===== src/rtl/nav_pkg.sv =====
// Shared types and constants for the obstacle-avoidance motion sequencer.
// Latency: n/a (declarations and pure functions only).
// Backpressure: n/a.
package nav_pkg;

    // Encodings are shown on the 7-segment display, so they are fixed.
    typedef enum logic [2:0] {
        ST_IDLE    = 3'd0,
        ST_PROCEED = 3'd1,
        ST_TURN_L  = 3'd2,
        ST_TURN_R  = 3'd3,
        ST_HALT    = 3'd4,
        ST_BACKUP  = 3'd5
    } nav_state_t;

    // Motor driver direction pair encodings.
    localparam logic [1:0] MOT_FWD = 2'b01;
    localparam logic [1:0] MOT_REV = 2'b10;
    localparam logic [1:0] MOT_OFF = 2'b00;

    // Status LED patterns.
    localparam logic [7:0] LED_GO    = 8'hFF;
    localparam logic [7:0] LED_LEFT  = 8'hF0;
    localparam logic [7:0] LED_RIGHT = 8'h0F;
    localparam logic [7:0] LED_STOP  = 8'h00;
    localparam logic [7:0] LED_BACK  = 8'hAA;

    // Steer away from whichever side of the active pair is blocked.
    function automatic nav_state_t decide(input logic r, input logic l);
        nav_state_t s;
        case ({r, l})
            2'b00:   s = ST_PROCEED;
            2'b10:   s = ST_TURN_L;
            2'b01:   s = ST_TURN_R;
            default: s = ST_HALT;
        endcase
        return s;
    endfunction

    function automatic int unsigned max3(input int unsigned a,
                                         input int unsigned b,
                                         input int unsigned c);
        int unsigned m;
        m = (a > b) ? a : b;
        m = (m > c) ? m : c;
        return m;
    endfunction

endpackage


===== src/rtl/nav_debounce.sv =====
// Single-bit 2-flop synchronizer followed by a stability debouncer.
// Latency: output follows a stable input change after 2+DEB_CYCLES clocks.
// Backpressure: none; free-running per clock.
//
// Ports: clk, rst (sync, active-high), din (async input), dout (debounced).
// RST_VAL sets the value of every stage out of reset so a signal whose
// idle level is 1 does not produce a spurious edge after reset.
module nav_debounce #(
    parameter int unsigned DEB_CYCLES = 16,
    parameter logic        RST_VAL    = 1'b0
) (
    input  logic clk,
    input  logic rst,
    input  logic din,
    output logic dout
);

    localparam int unsigned CW = $clog2(DEB_CYCLES + 1);
    localparam logic [CW-1:0] CNT_LAST = CW'(DEB_CYCLES - 1);

    logic          sync1;
    logic          sync2;
    logic [CW-1:0] cnt;

    always_ff @(posedge clk) begin
        if (rst) begin
            sync1 <= RST_VAL;
            sync2 <= RST_VAL;
            dout  <= RST_VAL;
            cnt   <= '0;
        end else begin
            sync1 <= din;
            sync2 <= sync1;
            // Count consecutive cycles of disagreement; any agreement
            // (a glitch back to the old level) restarts the count.
            if (sync2 != dout) begin
                if (cnt == CNT_LAST) begin
                    dout <= sync2;
                    cnt  <= '0;
                end else begin
                    cnt <= cnt + CW'(1);
                end
            end else begin
                cnt <= '0;
            end
        end
    end

endmodule


===== src/rtl/nav_sequencer.sv =====
// Registered motion sequencer: debounced sensors -> proceed/turn/halt FSM -> motors/LEDs.
// Latency: sensor/dir edge to state change is 2+DEB_CYCLES+1 clocks; run to state is 1 clock.
// Backpressure: none; outputs are registered and update every clock.
//
// Ports:
//   clk, rst          - clock, synchronous active-high reset
//   run               - 1 enables motion, 0 forces IDLE
//   dir_fwd           - commanded direction, 1 = forward
//   rfs/lfs/rrs/lrs   - obstacle sensors (right/left, front/rear), 1 = blocked
//   motor_l/motor_r   - motor direction pairs (01 fwd, 10 rev, 00 off)
//   leds              - 8-bit status pattern
//   state_code        - current state for the 7-segment display
//
// Optional build macro NAV_STALL_REVERSE_EN: a forward HALT that stays
// blocked for STALL_CYCLES backs up for TURN_CYCLES (state 5), then does a
// STOP_CYCLES hold before re-deciding. Without it HALT waits indefinitely.
module nav_sequencer
    import nav_pkg::*;
#(
    parameter int unsigned DEB_CYCLES   = 16,
    parameter int unsigned TURN_CYCLES  = 32,
    parameter int unsigned STOP_CYCLES  = 8,
    parameter int unsigned STALL_CYCLES = 64
) (
    input  logic       clk,
    input  logic       rst,
    input  logic       run,
    input  logic       dir_fwd,
    input  logic       rfs,
    input  logic       lfs,
    input  logic       rrs,
    input  logic       lrs,
    output logic [1:0] motor_l,
    output logic [1:0] motor_r,
    output logic [7:0] leds,
    output logic [2:0] state_code
);

    localparam int unsigned CNT_MAX = max3(TURN_CYCLES, STOP_CYCLES, STALL_CYCLES);
    localparam int unsigned CW      = $clog2(CNT_MAX + 1);

    localparam logic [CW-1:0] CNT_SAT   = CW'(CNT_MAX);
    localparam logic [CW-1:0] TURN_LAST = CW'(TURN_CYCLES - 1);
    localparam logic [CW-1:0] STOP_LAST = CW'(STOP_CYCLES - 1);
`ifdef NAV_STALL_REVERSE_EN
    localparam logic [CW-1:0] STALL_LAST = CW'(STALL_CYCLES - 1);
`endif

    // ---------------- input conditioning ----------------
    logic deb_rf, deb_lf, deb_rr, deb_lr, deb_dir;

    nav_debounce #(.DEB_CYCLES(DEB_CYCLES), .RST_VAL(1'b0)) u_deb_rfs (
        .clk(clk), .rst(rst), .din(rfs), .dout(deb_rf));
    nav_debounce #(.DEB_CYCLES(DEB_CYCLES), .RST_VAL(1'b0)) u_deb_lfs (
        .clk(clk), .rst(rst), .din(lfs), .dout(deb_lf));
    nav_debounce #(.DEB_CYCLES(DEB_CYCLES), .RST_VAL(1'b0)) u_deb_rrs (
        .clk(clk), .rst(rst), .din(rrs), .dout(deb_rr));
    nav_debounce #(.DEB_CYCLES(DEB_CYCLES), .RST_VAL(1'b0)) u_deb_lrs (
        .clk(clk), .rst(rst), .din(lrs), .dout(deb_lr));
    // Direction idles forward, so its debouncer comes out of reset at 1.
    nav_debounce #(.DEB_CYCLES(DEB_CYCLES), .RST_VAL(1'b1)) u_deb_dir (
        .clk(clk), .rst(rst), .din(dir_fwd), .dout(deb_dir));

    // ---------------- state ----------------
    nav_state_t    state, state_nxt;
    logic [CW-1:0] cnt, cnt_nxt;
    logic          dir_lat, dir_nxt;
    // Distinguishes the timed direction-change/back-up HALT from the
    // sensor-driven HALT; both share the same display code.
    logic          hold, hold_nxt;

    logic [1:0]    motor_l_nxt, motor_r_nxt, mot_d;
    logic [7:0]    leds_nxt;

    logic          act_r, act_l;   // active pair for the latched direction
    logic          new_r, new_l;   // active pair for the debounced direction
    logic [CW-1:0] cnt_inc;

    always_comb begin
        state_nxt = state;
        cnt_nxt   = cnt;
        dir_nxt   = dir_lat;
        hold_nxt  = hold;

        act_r   = dir_lat ? deb_rf : deb_rr;
        act_l   = dir_lat ? deb_lf : deb_lr;
        new_r   = deb_dir ? deb_rf : deb_rr;
        new_l   = deb_dir ? deb_lf : deb_lr;
        cnt_inc = (cnt == CNT_SAT) ? cnt : cnt + CW'(1);

        if (!run) begin
            state_nxt = ST_IDLE;
            cnt_nxt   = '0;
            hold_nxt  = 1'b0;
        end else if (state == ST_IDLE) begin
            dir_nxt   = deb_dir;
            state_nxt = decide(new_r, new_l);
            cnt_nxt   = '0;
        end else if (deb_dir != dir_lat) begin
            // Any direction change (including during a hold) restarts the hold.
            state_nxt = ST_HALT;
            dir_nxt   = deb_dir;
            hold_nxt  = 1'b1;
            cnt_nxt   = '0;
        end else begin
            case (state)
                ST_PROCEED: begin
                    state_nxt = decide(act_r, act_l);
                    cnt_nxt   = '0;
                end
                ST_TURN_L, ST_TURN_R: begin
                    if (act_r && act_l) begin
                        state_nxt = ST_HALT;
                        cnt_nxt   = '0;
                    end else if (cnt >= TURN_LAST) begin
                        state_nxt = decide(act_r, act_l);
                        cnt_nxt   = '0;
                    end else begin
                        cnt_nxt = cnt_inc;
                    end
                end
                ST_HALT: begin
                    if (hold) begin
                        if (cnt >= STOP_LAST) begin
                            hold_nxt  = 1'b0;
                            state_nxt = decide(act_r, act_l);
                            cnt_nxt   = '0;
                        end else begin
                            cnt_nxt = cnt_inc;
                        end
                    end else if (act_r && act_l) begin
`ifdef NAV_STALL_REVERSE_EN
                        if (dir_lat && (cnt >= STALL_LAST)) begin
                            state_nxt = ST_BACKUP;
                            cnt_nxt   = '0;
                        end else begin
                            cnt_nxt = cnt_inc;
                        end
`else
                        cnt_nxt = '0;
`endif
                    end else begin
                        state_nxt = decide(act_r, act_l);
                        cnt_nxt   = '0;
                    end
                end
`ifdef NAV_STALL_REVERSE_EN
                ST_BACKUP: begin
                    // Sensors are ignored while reversing; only run and a
                    // direction change (handled above) cut this short.
                    if (cnt >= TURN_LAST) begin
                        state_nxt = ST_HALT;
                        hold_nxt  = 1'b1;
                        cnt_nxt   = '0;
                    end else begin
                        cnt_nxt = cnt_inc;
                    end
                end
`endif
                default: begin
                    state_nxt = ST_IDLE;
                    cnt_nxt   = '0;
                    hold_nxt  = 1'b0;
                end
            endcase
        end

        // Outputs are decoded from the next state so the registered outputs
        // always agree with the registered state_code.
        mot_d       = dir_nxt ? MOT_FWD : MOT_REV;
        leds_nxt    = LED_STOP;
        motor_l_nxt = MOT_OFF;
        motor_r_nxt = MOT_OFF;
        case (state_nxt)
            ST_PROCEED: begin
                leds_nxt    = LED_GO;
                motor_l_nxt = mot_d;
                motor_r_nxt = mot_d;
            end
            ST_TURN_L: begin
                leds_nxt    = LED_LEFT;
                motor_r_nxt = mot_d;
            end
            ST_TURN_R: begin
                leds_nxt    = LED_RIGHT;
                motor_l_nxt = mot_d;
            end
            ST_BACKUP: begin
                leds_nxt    = LED_BACK;
                motor_l_nxt = MOT_REV;
                motor_r_nxt = MOT_REV;
            end
            default: begin
                leds_nxt    = LED_STOP;
                motor_l_nxt = MOT_OFF;
                motor_r_nxt = MOT_OFF;
            end
        endcase
    end

    always_ff @(posedge clk) begin
        if (rst) begin
            state      <= ST_IDLE;
            cnt        <= '0;
            dir_lat    <= 1'b1;
            hold       <= 1'b0;
            motor_l    <= MOT_OFF;
            motor_r    <= MOT_OFF;
            leds       <= LED_STOP;
            state_code <= 3'd0;
        end else begin
            state      <= state_nxt;
            cnt        <= cnt_nxt;
            dir_lat    <= dir_nxt;
            hold       <= hold_nxt;
            motor_l    <= motor_l_nxt;
            motor_r    <= motor_r_nxt;
            leds       <= leds_nxt;
            state_code <= state_nxt;
        end
    end

endmodule


===== config.mk =====
export PLATFORM = sky130hd
export DESIGN_NAME = nav_sequencer
export DESIGN_NICKNAME = d
export VERILOG_FILES = /design/src/rtl/nav_pkg.sv /design/src/rtl/nav_debounce.sv /design/src/rtl/nav_sequencer.sv
export SDC_FILE = /design/constraint.sdc
export NUM_CORES = 1
export LEC_CHECK = 0
export CAP_MARGIN = 0
export CORE_ASPECT_RATIO = 0.5
export CORE_MARGIN = 3
export CORE_UTILIZATION = 40
export DETAILED_ROUTE_END_ITERATION = 12
export SLEW_MARGIN = 20
export SYNTH_ARGS = -nofsm -noshare
export SYNTH_HDL_FRONTEND = slang
export SYNTH_SLANG_ARGS = --single-unit

===== constraint.sdc =====
create_clock -name clk -period 6.9 [get_ports clk]
set_input_delay 0.69 -clock clk [delete_from_list [all_inputs] [get_ports clk]]
set_output_delay 0.69 -clock clk [all_outputs]
set_load 0.03 [all_outputs]

; ---- After elaboration in Yosys (flattened, before gate mapping)
; Cells that the tools add are included.
; Widths: inputs -> output; s select.
[word_totals]
regBits = 64
input_bits = 8
out_inout_bits = 15
elab_cells = 120
[classes]
add_sub_neg = 6
order_cmp = 2
n_eq_ne = 25
n_mux = 32
bitwise_logic = 7
n_reduce_logical = 21
[ops]
columns = cell, n
row1 = $mux 7, 5
row2 = $pmux 8 s4, 1
row3 = $pmux 3 s3, 3
row4 = $add 5x1->5 const B, 5
row5 = $eq 5x4->1 const B, 5
row6 = $mux 3, 8
row7 = $reduce_or 3->1, 6
row8 = $pmux 7 s2, 1
row9 = $eq 3x2->1 const B, 4
row10 = $reduce_and 2->1, 6
row11 = $mux 1, 10
row12 = $pmux 2 s2, 2
row13 = $reduce_or 2->1, 4
row14 = $add 7x1->7 const B, 1
row15 = $eq 7x7->1 const B, 1
row16 = $ge 7x3->1 const B, 1
row17 = $ge 7x5->1 const B, 1
row18 = $not 1->1, 7
row19 = $eq 3x1->1 const B, 2
row20 = $eq 3x3->1 const B, 2
row21 = $ne 1x1->1, 6
row22 = $eq 2x1->1 const B, 2
row23 = $eq 2x2->1 const B, 2
row24 = $logic_not 2->1, 2
row25 = 6 further kinds, 6

; ---- Longest topological paths before layout
[logic_depth]
word_depth = 12
mapped_depth = 9
mapped_depth_nobuf = 8

; ---- By module
; Synthesis repeated with hierarchy kept, for this count alone.
[hier_totals]
hier_cells = 259
area_unflattened_um2 = 2556.2
[by_module_without_submodules]
columns = mod, instances, cells_each, area_each_um2, seq_area_each_um2
row1 = nav_debounce at u_deb_lfs ..., 4, 27, 286.5, 160.2
row2 = nav_sequencer, 1, 124, 1121.1, 400.4
row3 = nav_debounce at u_deb_dir, 1, 27, 289.0, 160.2

; ---- Worst setup path before layout
; OpenSTA, ideal clock, no wires.
[synth_timing]
path_type = flip-flop to flip-flop
from = reg dir_lat
to = reg motor_r[1]
setup_ns = 0.116
t_arrival_ns = 2.366
t_required_ns = 6.784
slack_ns = 4.418
stages_incl_launch_ff = 9
n_path_buf = 1
synth_period_minus_slack_ns = 2.482
cell_sequence = dfxtp_1 buf_2 mux2_2 ha_1 nor3b_1 o211ai_1 a222oi_1 a2111oi_0 a41o_2
[synth_between]
elab_chain_len = 12
elab_cells_between_ends = 26
cone_classes = eq/ne: 6 / mux: 17 / reduce/logical: 3
[synth_rtl]
columns = item, line_no
row1 = from (decl), nav_sequencer.sv:67  ; logic dir_lat, dir_nxt;
row2 = from (signal assigned), nav_sequencer.sv:214  ; dir_lat <= dir_nxt;
row3 = "$mux 1, on equally long branches", "nav_sequencer.sv:86, nav_sequencer.sv:85"
row4 = $eq 2x1->1 (tied with other cells), nav_pkg.sv:31  ; case ({r, l})
row5 = $pmux 3 s3, nav_pkg.sv:31
row6 = "$mux 3, on equally long branches", "nav_sequencer.sv:131, nav_sequencer.sv:115, nav_sequencer.sv:124"
row7 = "$mux 3, on equally long branches", "nav_sequencer.sv:123, nav_sequencer.sv:112"
row8 = $pmux 3 s3, nav_sequencer.sv:106  ; case (state)
row9 = $mux 3, nav_sequencer.sv:99  ; end else if (deb_dir != dir_lat) begin
row10 = $mux 3, nav_sequencer.sv:95  ; end else if (state == ST_IDLE) begin
row11 = $mux 3, nav_sequencer.sv:91  ; if (!run) begin
row12 = $eq 3x2->1 / $eq 3x1->1 (equally long branches), nav_sequencer.sv:174  ; case (state_nxt)
row13 = $reduce_or 2->1 (no source line), --
row14 = $pmux 2 s2 (*), nav_sequencer.sv:174
row15 = to (signal assigned), nav_sequencer.sv:217  ; motor_r <= motor_r_nxt;
row16 = to (decl), nav_sequencer.sv:34  ; output logic [1:0] motor_r,
; Mark *: on every way between the ends. The rest lies on a longest branch, timed or not.
; A chain may end at the register's enable or synchronous reset.

; ---- Worst setup path after layout
; Same ends and word-level chain as after synthesis.

==> reports/qor.txt <==
Status = complete, no violations
Share of the synthesized area in the top cell type = 0.4788
Pin count of the biggest net entering global routing = 24
Final setup TNS = 0 ns
1st-iter DRT viols = 121
Slowest stage cell, crit path = a222oi_1
Max FO, Critical Path = 8
Ports = 23
Die span in y = 62 um
Critical path type = flip-flop to flip-flop
Critical Path Source Type = flip-flop
Die width = 118.0 um
Final Net Count = 307
Fmax = 344.9 MHz
Final Hold Viols = 0
Via count = 1767
DRC = 0
P_leak = 1.178 nW
Clock tree buffer depth = 2
N_diodes = 0
CP arrival = 3.12 ns
Clk pin slew, worst setup/hold paths = 0.05 ns
Post-CTS Setup Bufs = 0
Crit path time final = 2.900 ns
First-pass GRT wire length = 7.355 mm
Worst Hold Class = flip-flop to flip-flop
Final setup fails = 0
WHS = 0.4056 ns
Hold-fix buffers, CTS = 0
Post-synth EDFFs = 0
Port Buf Inserts = 22
Max Slew Vio Count = 0
CTS sink count = 60
Gp weighted congestion = 0.8276
Crit end category = flip-flop
Yosys cell types = 47
Top FF cell, synth = dfxtp_1
Average cell area after synthesis = 9.539 sq um
Ys Warns = 0
Asr flop ratio synth = 0
Main area contributors after synthesis = dfxtp_1 48%, ha_1 7.0%, nor2_1 6.7%
Row Count = 19
Clk_lat worst skew = 0.32 ns
Layout cells sized above 1 = 0.09343
GRT overflow = 0
Commonest non-fill, non-tap cell in the layout = dfxtp_1
CP peak stage delay = 0.81 ns
Max_slew headroom = 0.3353
Vias in the first global route = 1709
Post-cts sizing count = 0
Max cap viols = 0
CORE AREA = 0.005753 sq mm
Drt pass-1 iters = 4
Post-DRT Antenna Nets = 0
Mapped Area = 0.002509 sq mm
Drt wl/cell = 11.72 um
Global Route Usage Sum = 0.1309
Commonest cells after routing, fill and taps aside = 60 x dfxtp_1, 45 x nor2_1, 22 x clkdlybuf4s50_1, 16 x inv_1, 14 x ha_1
RSZ-0062 raised after global routing = no
H-tree depth = 3
Cells after Synth = 263
Starting Density = 0.4361
Post-synthesis sequential area ratio = 0.4788
TritonCTS Buffers = 9
Area leader, netlist = dfxtp_1
Drt total wl = 4.373 mm
Root buffer cell = clkbuf_16
Pwr dens = 264.3 mW/mm^2
Critical-path cell list = mux2_2, ha_1, nor3b_1, o211ai_1, a222oi_1, a2111oi_0, a41o_2
Area Overhead vs Synth = 21.60%
Layout Skew = 0.007253 ns
Seq cells post-synth = 60
Routed vias/inst = 4.737
Period Utilization, post-route = 0.4203
Required time of the worst setup path = 7.12 ns
Antenna violations before repair = 0
Full die area = 0.007316 sq mm
Peak VDD IR = 0.0001236 V
Clock tree from TritonCTS = done
DP HPWL = 3.099 mm
Worst Tran Pin Value = 0.9970 ns
-- path summary, 6_finish.rpt --
kind / from / end / slack, ns / cells after the start
max reg2reg: dir_lat / motor_r[1] / 4.00 / 7
min reg2reg: u_deb_dir.sync1 / u_deb_dir.sync2 / 0.41 / 1
min: u_deb_dir.sync1 / u_deb_dir.sync2 / 0.41 / 1
max: dir_lat / motor_r[1] / 4.00 / 7
-- critical path: cells and delay by family (launching register included) --
family,cells,cell delay (ns)
simple gates,1,0.27
mux,1,0.38
compound gates,4,1.46
fa+ha+maj,1,0.23
flops,1,0.45
-- cell families after synthesis --
group,Yosys count,share of synthesized area
compound gates,26,0.07732
xor+xnor,22,0.07681
fa+ha+maj,14,0.06983
buf+inv,29,0.05137
flops,60,0.4788
mux,9,0.03790
other cells,1,0.001495
simple gates,102,0.2065
-- metal layers --
layer / vias up / GRT usage / wire, um / share of wire
li1: 924 / - / - / -
met1: 819 / 0.1435 / 2176 / 0.50
met2: 17 / 0.2308 / 1977 / 0.45
met3: 7 / 0.05606 / 148 / 0.034
met4: 0 / 0.06167 / 70 / 0.016
met5: - / 0 / 0 / 0
-- cell type report --
class	instances	area [sq um]
tap	84	105.1
timing repair buffer	22	220.2
multi-input combinational	175	1182
sequential	60	1201
clock buffer	11	252.7
fill	538	2703
inverter	17	63.81
clock inverter	4	25.02
-- cells in the mapped netlist (all sizes together), types with 2 or more instances --
library cell and n:
dfxtp 60, nor2 45, inv 17, ha 14, nand3 13, xnor2 13, nor2b 10, xor2 9
buf 8, or3 6, a21oi 5, and3 5, mux2i 5, clkbuf 4, mux2 4, nand2 4
nand2b 4, nor3 4, o21ai 4, or2 3, a211o 2, and2 2, nor3b 2, nor4 2
-- sequential cells by signal, summed over array words and instances (netlist names), 2 cells and up --
| name | count |
|---|---|
| cnt | 7 |
| u_deb_dir.cnt | 5 |
| u_deb_rfs.cnt | 5 |
| motor_l | 2 |
| state | 3 |
| u_deb_lrs.cnt | 5 |
| u_deb_lfs.cnt | 5 |
| leds | 4 |
| motor_r | 2 |
| u_deb_rrs.cnt | 5 |
-- where the power goes --
group | total [mW] | switching (mW) | internal, mW
Combinational | 0.0424 | 0.0238 | 0.0186
Clock | 0.405 | 0.147 | 0.258
Sequential | 0.359 | 0.00442 | 0.354
Total | 0.806 | 0.175 | 0.631
-- metrics by stage --
stage / worst slack [ns] / std cells / utilization / power (mW) / instance area [sq um]
global placement: 4.120 / 358 / 0.4819 / 0.4078 / 2773
CTS: 4.027 / 373 / 0.5302 / 0.8181 / 3050
finish: 4.000 / 373 / 0.5302 / 0.8064 / 3050
floorplan: 4.418 / 264 / - / 0.3933 / 2512
global route: 3.719 / 373 / 0.5302 / 0.8377 / 3050
detailed placement: 4.023 / 358 / 0.4819 / 0.4085 / 2773
No activity file was read; power rests on OpenSTA's default activity.
